## config.mk

```make
export PLATFORM = sky130hd
export DESIGN_NAME = mem_wb_pipe_reg
export DESIGN_NICKNAME = d
export VERILOG_FILES = /design/src/rtl/mem_wb_pipe_reg.sv
export SDC_FILE = /design/constraint.sdc
export NUM_CORES = 1
export LEC_CHECK = 0
export BUFFER_PORTS_ARGS = -buffer_cell sky130_fd_sc_hd__buf_2
export CAP_MARGIN = 15
export CELL_PAD_IN_SITES_DETAIL_PLACEMENT = 0
export CELL_PAD_IN_SITES_GLOBAL_PLACEMENT = 2
export CORE_UTILIZATION = 25
export DETAILED_ROUTE_END_ITERATION = 16
export PLACE_DENSITY = 0.9
export SYNTH_ARGS = -nofsm -noshare
export SYNTH_HDL_FRONTEND = slang
export SYNTH_SLANG_ARGS = --single-unit
```

## constraint.sdc

```tcl
create_clock -name clk -period 2.95 [get_ports clk]
set_clock_uncertainty 0.2 [all_clocks]
set_input_delay 0.295 -clock clk [delete_from_list [all_inputs] [get_ports clk]]
set_output_delay 0.295 -clock clk [all_outputs]
set_load 0.03 [all_outputs]
```

## src/rtl/mem_wb_pipe_reg.sv

```systemverilog
// mem_wb_pipe_reg
// ---------------------------------------------------------------------------
// MEM/WB pipeline register. It holds one instruction between the memory stage
// and the write-back stage and exchanges entries with both stages through a
// valid/ready handshake. It also selects the final write-back value and counts
// back-pressure cycles.
//
// Build option:
//   MEM_WB_SKID_EN  defined     -> two-entry buffer (main + skid register).
//                                  in_ready comes straight from the skid
//                                  valid flop.
//                   not defined -> single entry. in_ready = !out_valid |
//                                  out_ready.
//
// Parameters: DATA_W (data/PC width), RD_W (register index width),
//             CNT_W (stall counter width)
//
// Ports:
//   clk, rst            rising-edge clock, synchronous active-high reset
//   flush               squash every held entry
//   in_valid/in_ready   MEM-side handshake
//   rd, read_data, alu_result, pc, reg_write, mem_to_reg
//                       incoming entry payload
//   out_valid/out_ready WB-side handshake
//   rd_out, read_out, alu_out, pc_out, mem_to_reg_out
//                       payload of the main register
//   reg_write_out       stored reg_write qualified by out_valid
//   wb_data             load data or ALU result, selected by mem_to_reg_out
//   stall_cnt           saturating count of out_valid & !out_ready cycles
// ---------------------------------------------------------------------------
module mem_wb_pipe_reg #(
  parameter int DATA_W = 32,
  parameter int RD_W   = 5,
  parameter int CNT_W  = 16
) (
  input  logic              clk,
  input  logic              rst,
  input  logic              flush,
  input  logic              in_valid,
  output logic              in_ready,
  input  logic [RD_W-1:0]   rd,
  input  logic [DATA_W-1:0] read_data,
  input  logic [DATA_W-1:0] alu_result,
  input  logic [DATA_W-1:0] pc,
  input  logic              reg_write,
  input  logic              mem_to_reg,
  output logic              out_valid,
  input  logic              out_ready,
  output logic [RD_W-1:0]   rd_out,
  output logic [DATA_W-1:0] read_out,
  output logic [DATA_W-1:0] alu_out,
  output logic [DATA_W-1:0] pc_out,
  output logic              reg_write_out,
  output logic              mem_to_reg_out,
  output logic [DATA_W-1:0] wb_data,
  output logic [CNT_W-1:0]  stall_cnt
);

  typedef struct packed {
    logic [RD_W-1:0]   rd;
    logic [DATA_W-1:0] rdata;
    logic [DATA_W-1:0] alu;
    logic [DATA_W-1:0] pc;
    logic              rw;
    logic              m2r;
  } entry_t;

  // Counter increment that sticks at the all-ones value.
  function automatic logic [CNT_W-1:0] sat_inc(input logic [CNT_W-1:0] v);
    return (&v) ? v : v + CNT_W'(1);
  endfunction

  entry_t           in_ent;
  entry_t           main_q, main_d;
  logic             main_vld_q, main_vld_d;
  logic [CNT_W-1:0] stall_q, stall_d;
  logic             accept;
  logic             xfer;

  assign in_ent = {rd, read_data, alu_result, pc, reg_write, mem_to_reg};

`ifdef MEM_WB_SKID_EN
  entry_t skid_q, skid_d;
  logic   skid_vld_q, skid_vld_d;

  // Driven only by the skid flop (and rst), so the MEM stage never sees a
  // combinational path from out_ready.
  assign in_ready = !skid_vld_q && !rst;
`else
  assign in_ready = (!main_vld_q || out_ready) && !rst;
`endif

  assign accept = in_valid && in_ready && !flush && !rst;
  assign xfer   = main_vld_q && out_ready;

  always_comb begin
    main_d     = main_q;
    main_vld_d = main_vld_q;
`ifdef MEM_WB_SKID_EN
    skid_d     = skid_q;
    skid_vld_d = skid_vld_q;
`endif
    stall_d    = stall_q;

    if (main_vld_q && !out_ready && !flush) begin
      stall_d = sat_inc(stall_q);
    end

    // Flush drops the valid bits only. Payload flops keep their contents.
    if (flush) begin
      main_vld_d = 1'b0;
`ifdef MEM_WB_SKID_EN
      skid_vld_d = 1'b0;
`endif
    end else begin
`ifdef MEM_WB_SKID_EN
      if (skid_vld_q) begin
        // Buffer full: in_ready is low, so only the skid-to-main move is possible.
        if (xfer) begin
          main_d     = skid_q;
          skid_vld_d = 1'b0;
        end
      end else if (accept) begin
        if (!main_vld_q || xfer) begin
          main_d     = in_ent;
          main_vld_d = 1'b1;
        end else begin
          skid_d     = in_ent;
          skid_vld_d = 1'b1;
        end
      end else if (xfer) begin
        main_vld_d = 1'b0;
      end
`else
      if (accept) begin
        main_d     = in_ent;
        main_vld_d = 1'b1;
      end else if (xfer) begin
        main_vld_d = 1'b0;
      end
`endif
    end
  end

  // ---- register stage: main (and skid) entry, stall counter ----
  always_ff @(posedge clk) begin
    if (rst) begin
      main_q     <= '0;
      main_vld_q <= 1'b0;
      stall_q    <= '0;
`ifdef MEM_WB_SKID_EN
      skid_q     <= '0;
      skid_vld_q <= 1'b0;
`endif
    end else begin
      main_q     <= main_d;
      main_vld_q <= main_vld_d;
      stall_q    <= stall_d;
`ifdef MEM_WB_SKID_EN
      skid_q     <= skid_d;
      skid_vld_q <= skid_vld_d;
`endif
    end
  end

  assign out_valid      = main_vld_q;
  assign rd_out         = main_q.rd;
  assign read_out       = main_q.rdata;
  assign alu_out        = main_q.alu;
  assign pc_out         = main_q.pc;
  assign mem_to_reg_out = main_q.m2r;
  // The stored reg_write may be stale after a flush, so qualify it with valid.
  assign reg_write_out  = main_vld_q && main_q.rw;
  assign wb_data        = main_q.m2r ? main_q.rdata : main_q.alu;
  assign stall_cnt      = stall_q;

endmodule

```

* Word-level counts from Yosys, hierarchy flattened
Index checks and enable logic that the tools add are counted.
Word-level totals: register bits after elaboration 120, input bits 108
Operators by class: add/subtract/negate cells 1, muxes and demuxes 3, bitwise logic cells 2, reductions and logical operators 18
Operator list (number):
- 32-bit two-way mux | 1
- 16-bit by 1-bit adder with 16-bit output, second input constant | 1
- 16-bit AND reduction | 1
- 1-bit logical AND | 8
- 1-bit logical NOT | 4
- 2-bit AND reduction | 2
- 1-bit two-way mux | 2
- 1-bit NOT | 2
- 2-bit nonzero test | 1
- 2-bit OR reduction | 1
- 1-bit logical OR | 1

* Longest topological paths before layout
Gate-level depths: netlist of run 1.
depth in word-level cells 7, gate-level depth with buffers 8, mapped depth without buffers 5

* Least setup slack after synthesis of run 1
No wires, ideal clock.
path kind register -> register, start register main_vld_q, in the netlist out_valid, end register stall_q[15], in the netlist stall_cnt[15], library setup time 0.123 ns, arrival 1.993 ns, required time 2.627 ns, setup slack 0.634 ns, cell stages (with the launch flop) 5, buffers on the path 0, path through dfxtp_1 -> or3b_1 -> or4_4 -> nor4_1 -> mux2_1
On the way: cells in the longest elaborated chain, start to end 3
Ends and longest elaborated chain:
- start, declared | line 75 | logic main_vld_q, main_vld_d;
- start signal, assigned | line 157 | main_vld_q <= main_vld_d;
- 1-bit logical AND (2 in series) | line 105 | if (main_vld_q && !out_ready && !flush) begin
- 2-bit AND reduction (no line)
- end signal, assigned | line 158 | stall_q <= stall_d;
- end, declared | line 76 | logic [CNT_W-1:0] stall_q, stall_d;
No other way between the ends. A chain may end at the register's enable or synchronous reset.

* Final worst setup path of run 1
start register main_q, in the netlist mem_to_reg_out, end output wb_data[19]
On the way: cells in the longest elaborated chain, start to end 1
Ends and longest elaborated chain:
- start, declared | line 74 | entry_t main_q, main_d;
- start signal, assigned | line 156 | main_q <= main_d;
- 32-bit two-way mux | line 174 | assign wb_data = main_q.m2r ? main_q.rdata : main_q.alu;
- end, declared | line 55 | output logic [DATA_W-1:0] wb_data,
No other way between the ends.

==> reports/results.tsv, run 1 <==
metric	value	unit
status	complete, no violations	
die_y	150.9	um
clk_path_buf_depth	2	
syn_avg_cell_area	7.990	um2
max_cap_viol_count	0	
max_stage_delay	0.59	ns
die-area	22780	um2
drcViolationCount	0	
stdcell_count	1236	
p_leak	0.003594	uW
clkTransAtPathRegs	0.06	ns
root_buffer	clkbuf_16	
grt_pass1_vias	4875	
switching_share	0.2679	
insertion_delay	0.41	ns
synth-main-ff-cell	dfxtp_1	
drtIter0Drc	195	
dp_hpwl	11100	um
crit_path_max_fanout	20	
cp_cell_sequence	buf_4, mux2_2, buf_2	
rows	54	
post_cts_buffers	0	
final_common_cell	buf_2	
cts_made_buffers	17	
cts_tree	yes	
layout_common_cells	buf_2 (259), nand2_1 (212), dfxtp_1 (119)	
p_int	3167	uW
crit_buf_inv	2	
synth_area_leaders	dfxtp_1 (43%), nand2_1 (14%), buf_4 (14%)	
antenna_found_initial	0	
startpoint_type	register	
finalSetupTns	0	ns
min_period	2.438	ns
criticalPathCategory	reg2out	
cts_sinks	120	
setup_viol	0	
async_flop_share	0	
vias	5278	
synth_cell_type_count	41	
yosysTopAreaCell	dfxtp_1	
core_area	21760	um2
crit_slowest_cell	dfxtp_2	
drtAntennaViolNets	0	
wire_per_inst	13.61	um
grt_pass1_wl	25010	um
worst_pin_slew	0.8506	ns
start_util	0.2549	
io-pin-count	261	
drtPass1Iterations	4	
grt_use_total	0.1420	
finalCritPeriodShare	0.8264	
worstPathArrival	1.94	ns
peakVddDrop	0.3242	mV
syn_nets	803	
required	2.46	ns
total_switching_power	1159	uW
diodes	0	
clkPwrFrac	0.482	
grt_max_degree	75	
wirelength	16820	um
maxSlewViolCount	0	
netlist.area_leader.share	0.4332	
combPwrFrac	0.124	
final_layout_size_suffix_gt1_frac	0.3588	
synth-edff-count	0	
synthToLayoutAreaGrowth	44.70	%
synth_warnings	0	
place_inst	1099	
endpoint_kind	primary output	
max_freq	410.2	MHz
die_width	150.9	um
worst_hold_slack	0.1080	ns
syn_inst	694	
crit_family	flip-flops	
power_frac_seq	0.394	
syn_area	5545	um2
power_density	539.1	nW/um2
finalHoldViolations	0	
rsz0062_at_grt	false	
hold_path.class	in2reg	
relSlewSlack	0.4329	
seq_area_frac_synth	0.4332	
io_buffers	260	
grt_overflow_total	0	
via_per_inst	4.270	
h-tree-depth	4	
yosys_register_bits	120	
routabilityCongestion	0.7450	
nets	1052	
==> repair_timing <==
action / 4_1_cts / 5_1_grt
endpoints found under the hold margin: 104 / 0
hold buffers: 105 / 0
resized for setup: 0 / 0
==> worst reg2reg max path: cells and delay by family, from the launching register on <==
family	cells	cell delay [ns]
AND/OR/NAND/NOR	3	1.22
flip-flops	1	0.39
multiplexers	1	0.33
==> layer usage <==
metal  part of all wire  global-route usage
met5                  0                   0
met4             0.0098             0.04500
met3              0.046             0.03705
met2               0.48              0.2388
met1               0.47              0.1760
==> final cells by class <==
type | count | area, um2
Inverter | 4 | 15.01
Timing Repair Buffer | 372 | 2432
Tap cell | 280 | 350.3
Clock buffer | 17 | 425.4
Multi-Input combinational cell | 428 | 2230
Fill cell | 2283 | 13730
Clock inverter | 15 | 167.7
Sequential cell | 120 | 2404
==> per-stage QoR <==
stage          instance area [um2]    util  total power, uW  setup WS, ns
2_1_floorplan                 5545       -             2051        0.6340
3_3_place_gp                  6380  0.2932             2165        0.6691
3_5_place_dp                  6380  0.2932             2169        0.6524
4_1_cts                       8024  0.3688             4407        0.4574
5_1_grt                       8024  0.3688             4517        0.3896
6_report                      8024  0.3688             4326        0.5121
==> flip-flops by register name, indices dropped and copies added, names as in the netlist <==
register	flops
stall_cnt	16
rd_out	5
pc_out	32
read_out	32
mem_to_reg_out	1
main_q	1
out_valid	1
alu_out	32
==> power groups by stage <==
stage	registers [uW]	logic [uW]	clock network [uW]
floorplan	1730	323	0
global placement	1740	427	0
detailed placement	1740	430	0
CTS	1700	543	2160
global route	1710	584	2220
finish	1700	538	2080
==> kinds of logic (layout without fill, tap and decap cells) <==
| family | count (synthesis) | after routing | share of synthesized area |
|---|---|---|---|
| adder cells (fa/ha/maj) | 1 | 1 | 0.002256 |
| buffers and inverters | 146 | 408 | 0.1679 |
| multiplexers | 39 | 39 | 0.07897 |
| AND/OR/NAND/NOR | 269 | 269 | 0.2058 |
| flip-flops | 120 | 120 | 0.4332 |
| AO/OA/AOI/OAI | 119 | 119 | 0.1119 |
==> worst paths after layout <==
| check | to | from | cells past startpoint | slack [ns] |
|---|---|---|---|---|
| worst max register to register | stall_cnt[11]$_SDFFE_PP0P_ | out_valid$_SDFFE_PP0P_ | 4 | 0.72 |
| worst min register to register | pc_out[18]$_SDFFE_PP0P_ | pc_out[18]$_SDFFE_PP0P_ | 2 | 0.25 |
| worst min-delay path | stall_cnt[2]$_SDFFE_PP0P_ | out_ready | 4 | 0.11 |
| worst max-delay path | wb_data[19] | mem_to_reg_out$_SDFFE_PP0P_ | 3 | 0.51 |
==> cells in the mapped netlist (all sizes together) (3+ instances only) <==
master / count
a21oi: 109
nor2: 13
inv: 4
nand3: 6
nor4: 5
nor2b: 5
nor3: 5
nand2: 212
or4: 4
clkbuf: 38
buf: 104
mux2: 38
o31ai: 3
nand4: 5
dfxtp: 120
No activity file was read; power rests on OpenSTA's default activity.
==> inputs of run 2 (changes only) <==
--- a/config.mk
+++ b/config.mk
@@ -5,13 +5,14 @@
 export SDC_FILE = /design/constraint.sdc
 export NUM_CORES = 1
 export LEC_CHECK = 0
+export ABC_AREA = 1
 export BUFFER_PORTS_ARGS = -buffer_cell sky130_fd_sc_hd__buf_2
 export CAP_MARGIN = 15
 export CELL_PAD_IN_SITES_DETAIL_PLACEMENT = 0
 export CELL_PAD_IN_SITES_GLOBAL_PLACEMENT = 2
 export CORE_UTILIZATION = 25
 export DETAILED_ROUTE_END_ITERATION = 16
-export PLACE_DENSITY = 0.9
+export PLACE_DENSITY = 0.91
 export SYNTH_ARGS = -nofsm -noshare
 export SYNTH_HDL_FRONTEND = slang
 export SYNTH_SLANG_ARGS = --single-unit
==> constraint.sdc (replaced) <==
create_clock -name clk -period 2.4 [get_ports clk]
set_clock_uncertainty 0.2 [all_clocks]
set_input_delay 0.24 -clock clk [delete_from_list [all_inputs] [get_ports clk]]
set_output_delay 0.24 -clock clk [all_outputs]
set_load 0.03 [all_outputs]
==> run 2 against run 1 <==
Die area rose by 3.3%. Synthesized cell count up 11%. Clock power grew 23%. Core utilization fell by 0.76 points. Total power grew 29%. Clock-buffer cell count rose by 1. Largest power group unchanged. Sequential cell count stayed put. Design area rose by 1.6%. Synthesized area is 3.4% higher. Critical endpoint is now read_out[5]$_SDFFE_PP0P_. Hold slack better by 0.12 ns. Register-to-register slack worse by 0.32 ns. Critical path type is now in2reg.
==> reports/results.tsv, run 2 <==
metric	value	unit	change
peakVddDrop	0.3631	mV	+12%
core_area	22570	um2	+3.7%
io_buffers	260		unchanged
power_density	681.8	nW/um2	+26%
crit_path_max_fanout	206		+930%
layout_common_cells	buf_2 (260), dfxtp_1 (119), inv_1 (113), a21oi_1 (113), dlygate4sd3_1 (106)		
grt_overflow_total	0		unchanged
drtPass1Iterations	4		unchanged
synthTopCellsByCount	dfxtp_1 (120), a21oi_1 (113), inv_1 (113)		
required	2.46	ns	about the same
cts_tree	yes		
synthToLayoutAreaGrowth	42.23	%	
use_met2	0.2355		-0.003275
fillerInstances	2389		+4.6%
h-tree-depth	4		unchanged
synth-edff-count	0		unchanged
power.total	5559	uW	+29%
yosys_register_bits	120		unchanged
finalSetupTns	0	ns	unchanged
dp_hpwl	10510	um	-5.3%
drcViolationCount	0		unchanged
async_flop_share	0		unchanged
synth_warnings	0		unchanged
startpoint_type	primary input		
vias	5498		+4.2%
rows	55		+1.9%
met3_usage	0.03913		+0.002079
die-area	23540	um2	+3.3%
dpl_cell_area	6502	um2	+1.9%
insertion_delay	0.41	ns	about the same
finalHoldViolations	0		unchanged
fin_util	0.3613		-0.007565
synth_area_leaders	dfxtp_1 (42%), buf_4 (13%), a21oi_1 (9.9%)		
worstPathArrival	2.19	ns	+0.25 ns
wire_per_inst	12.54	um	-7.8%
relSlewSlack	0.3655		-0.06741
cts_made_buffers	17		unchanged
grt_max_degree	207		+180%
root_buffer	clkbuf_16		
max_stage_delay	0.53	ns	-0.06 ns
drtAntennaViolNets	0		unchanged
nets	1128		+7.2%
grt_pass1_vias	5193		+6.5%
netlist.area_leader.share	0.4190		-0.01418
antenna_found_initial	0		unchanged
status	complete, no violations		
hold_path.class	in2reg		
syn_nets	881		+9.7%
setup_viol	0		unchanged
die_width	153.4	um	+1.7%
crit_buf_inv	3		+1
max_freq	470.7	MHz	
final_common_cell	buf_2		
clk_path_buf_depth	2		unchanged
synth_most_common_cell	dfxtp_1		
worst_pin_slew	0.9517	ns	+0.1011 ns
crit_family	buffers and inverters		
crit_slowest_cell	dlygate4sd3_1		
syn_area	5733	um2	+3.4%
diodes	0		unchanged
final_layout_size_suffix_gt1_frac	0.3062		-0.05259
synth_cell_type_count	27		-34%
min_period	2.124	ns	
cp_cell_sequence	dlygate4sd3_1, buf_2, a21oi_2, nand3_4, buf_12, o21ai_0, a21oi_1		
routabilityCongestion	0.7532		+1.1%
via_per_inst	4.175		-2.2%
finalCritPeriodShare	0.8851		
cts_sinks	120		unchanged
max_cap_viol_count	0		unchanged
criticalPathCategory	in2reg		
synth-main-ff-cell	dfxtp_1		
yosysTopAreaCell	dfxtp_1		
start_util	0.2540		-0.0008973
grt_use_total	0.1412		-0.0008230
worst_hold_slack	0.2326	ns	+0.1246 ns
rsz0062_at_grt	false		
seq_area_frac_synth	0.4190		-0.01418
p_leak	0.003693	uW	+2.8%
io-pin-count	261		unchanged
clkTransAtPathRegs	0.06	ns	about the same
wirelength	16520	um	-1.8%
maxSlewViolCount	0		unchanged
busiest_layer	met2		
syn_avg_cell_area	7.426	um2	-7.1%
drtIter0Drc	305		+56%
fin_area	8154	um2	+1.6%
syn_inst	772		+11%
grt_pass1_wl	26450	um	+5.8%
die_y	153.4	um	+1.7%
endpoint_kind	register		
grt_use_met1	0.1704		-0.005594
==> run 2: cell count changes after synthesis, sizes merged, moves of 26 or more <==
cell and delta:
inv +113, o21ai +136, nand2 -140, mux2 -38, nor2 +26
==> run 2: per-stage QoR <==
stage | instances | setup WS (ns)
after global routing | 1317 | 0.1714
after CTS | 1317 | 0.1044
final | 1317 | 0.2757
after global placement | 1179 | 0.5269
after floorplan | 772 | 0.4508
after detailed placement | 1179 | 0.5332
==> run 2: worst register-to-register path, stage by stage, from the launching register on <==
cell     delay, ns
dfxtp_1       0.42
a21oi_2       0.11
nand3_4       0.07
buf_12        0.46
o21ai_0       0.51
a21oi_1       0.15
==> run 2: power breakdown <==
group | internal (uW) | switching [uW]
combinational | 337 | 512
clock | 1560 | 1000
sequential | 2080 | 62.1
total | 3980 | 1580
==> run 2: worst paths after layout <==
| kind | start | to | slack (ns) | depth (start not counted) |
|---|---|---|---|---|
| worst max-delay path | rst | read_out[5]$_SDFFE_PP0P_ | 0.28 | 7 |
| worst min-delay path | out_ready | stall_cnt[8]$_SDFFE_PP0P_ | 0.23 | 6 |
| worst max register to register | out_valid$_SDFFE_PP0P_ | read_out[5]$_SDFFE_PP0P_ | 0.40 | 5 |
| worst min register to register | rd_out[3]$_SDFFE_PP0P_ | rd_out[3]$_SDFFE_PP0P_ | 0.24 | 2 |
==> run 2: cell type report <==
type,instances,area (um2),share of cell area
tap,285,356.6,0.04373
timing repair buffer,370,2430,0.2980
inverter,117,440.4,0.05401
multi-input combinational,393,1933,0.2371
sequential,120,2406,0.2951
clock inverter,14,148.9,0.01826
clock buffer,18,439.2,0.05386
==> run 2: routing by layer <==
metal / part of all wire / vias to the layer above
met5: 0 / -
met2: 0.46 / 173
met1: 0.46 / 2434
met3: 0.060 / 18
li1: - / 2873
met4: 0.019 / 0
==> run 2: cell families (layout without fill, tap and decap cells) <==
logic type,count (synthesis),in the layout,share of synthesized area
compound gates,254,254,0.2230
xor+xnor,2,2,0.003056
fa+ha+maj,1,1,0.002182
buf+inv,259,519,0.2451
flops,120,120,0.4190
simple gates,136,136,0.1076
==> run 2: timing repair <==
action / CTS / global route
setup buffers: 0 / 0
endpoints found under the setup margin: 0 / 7
hold buffers: 106 / 0
endpoints found under the hold margin: 108 / 0
gates resized for setup: 0 / 1
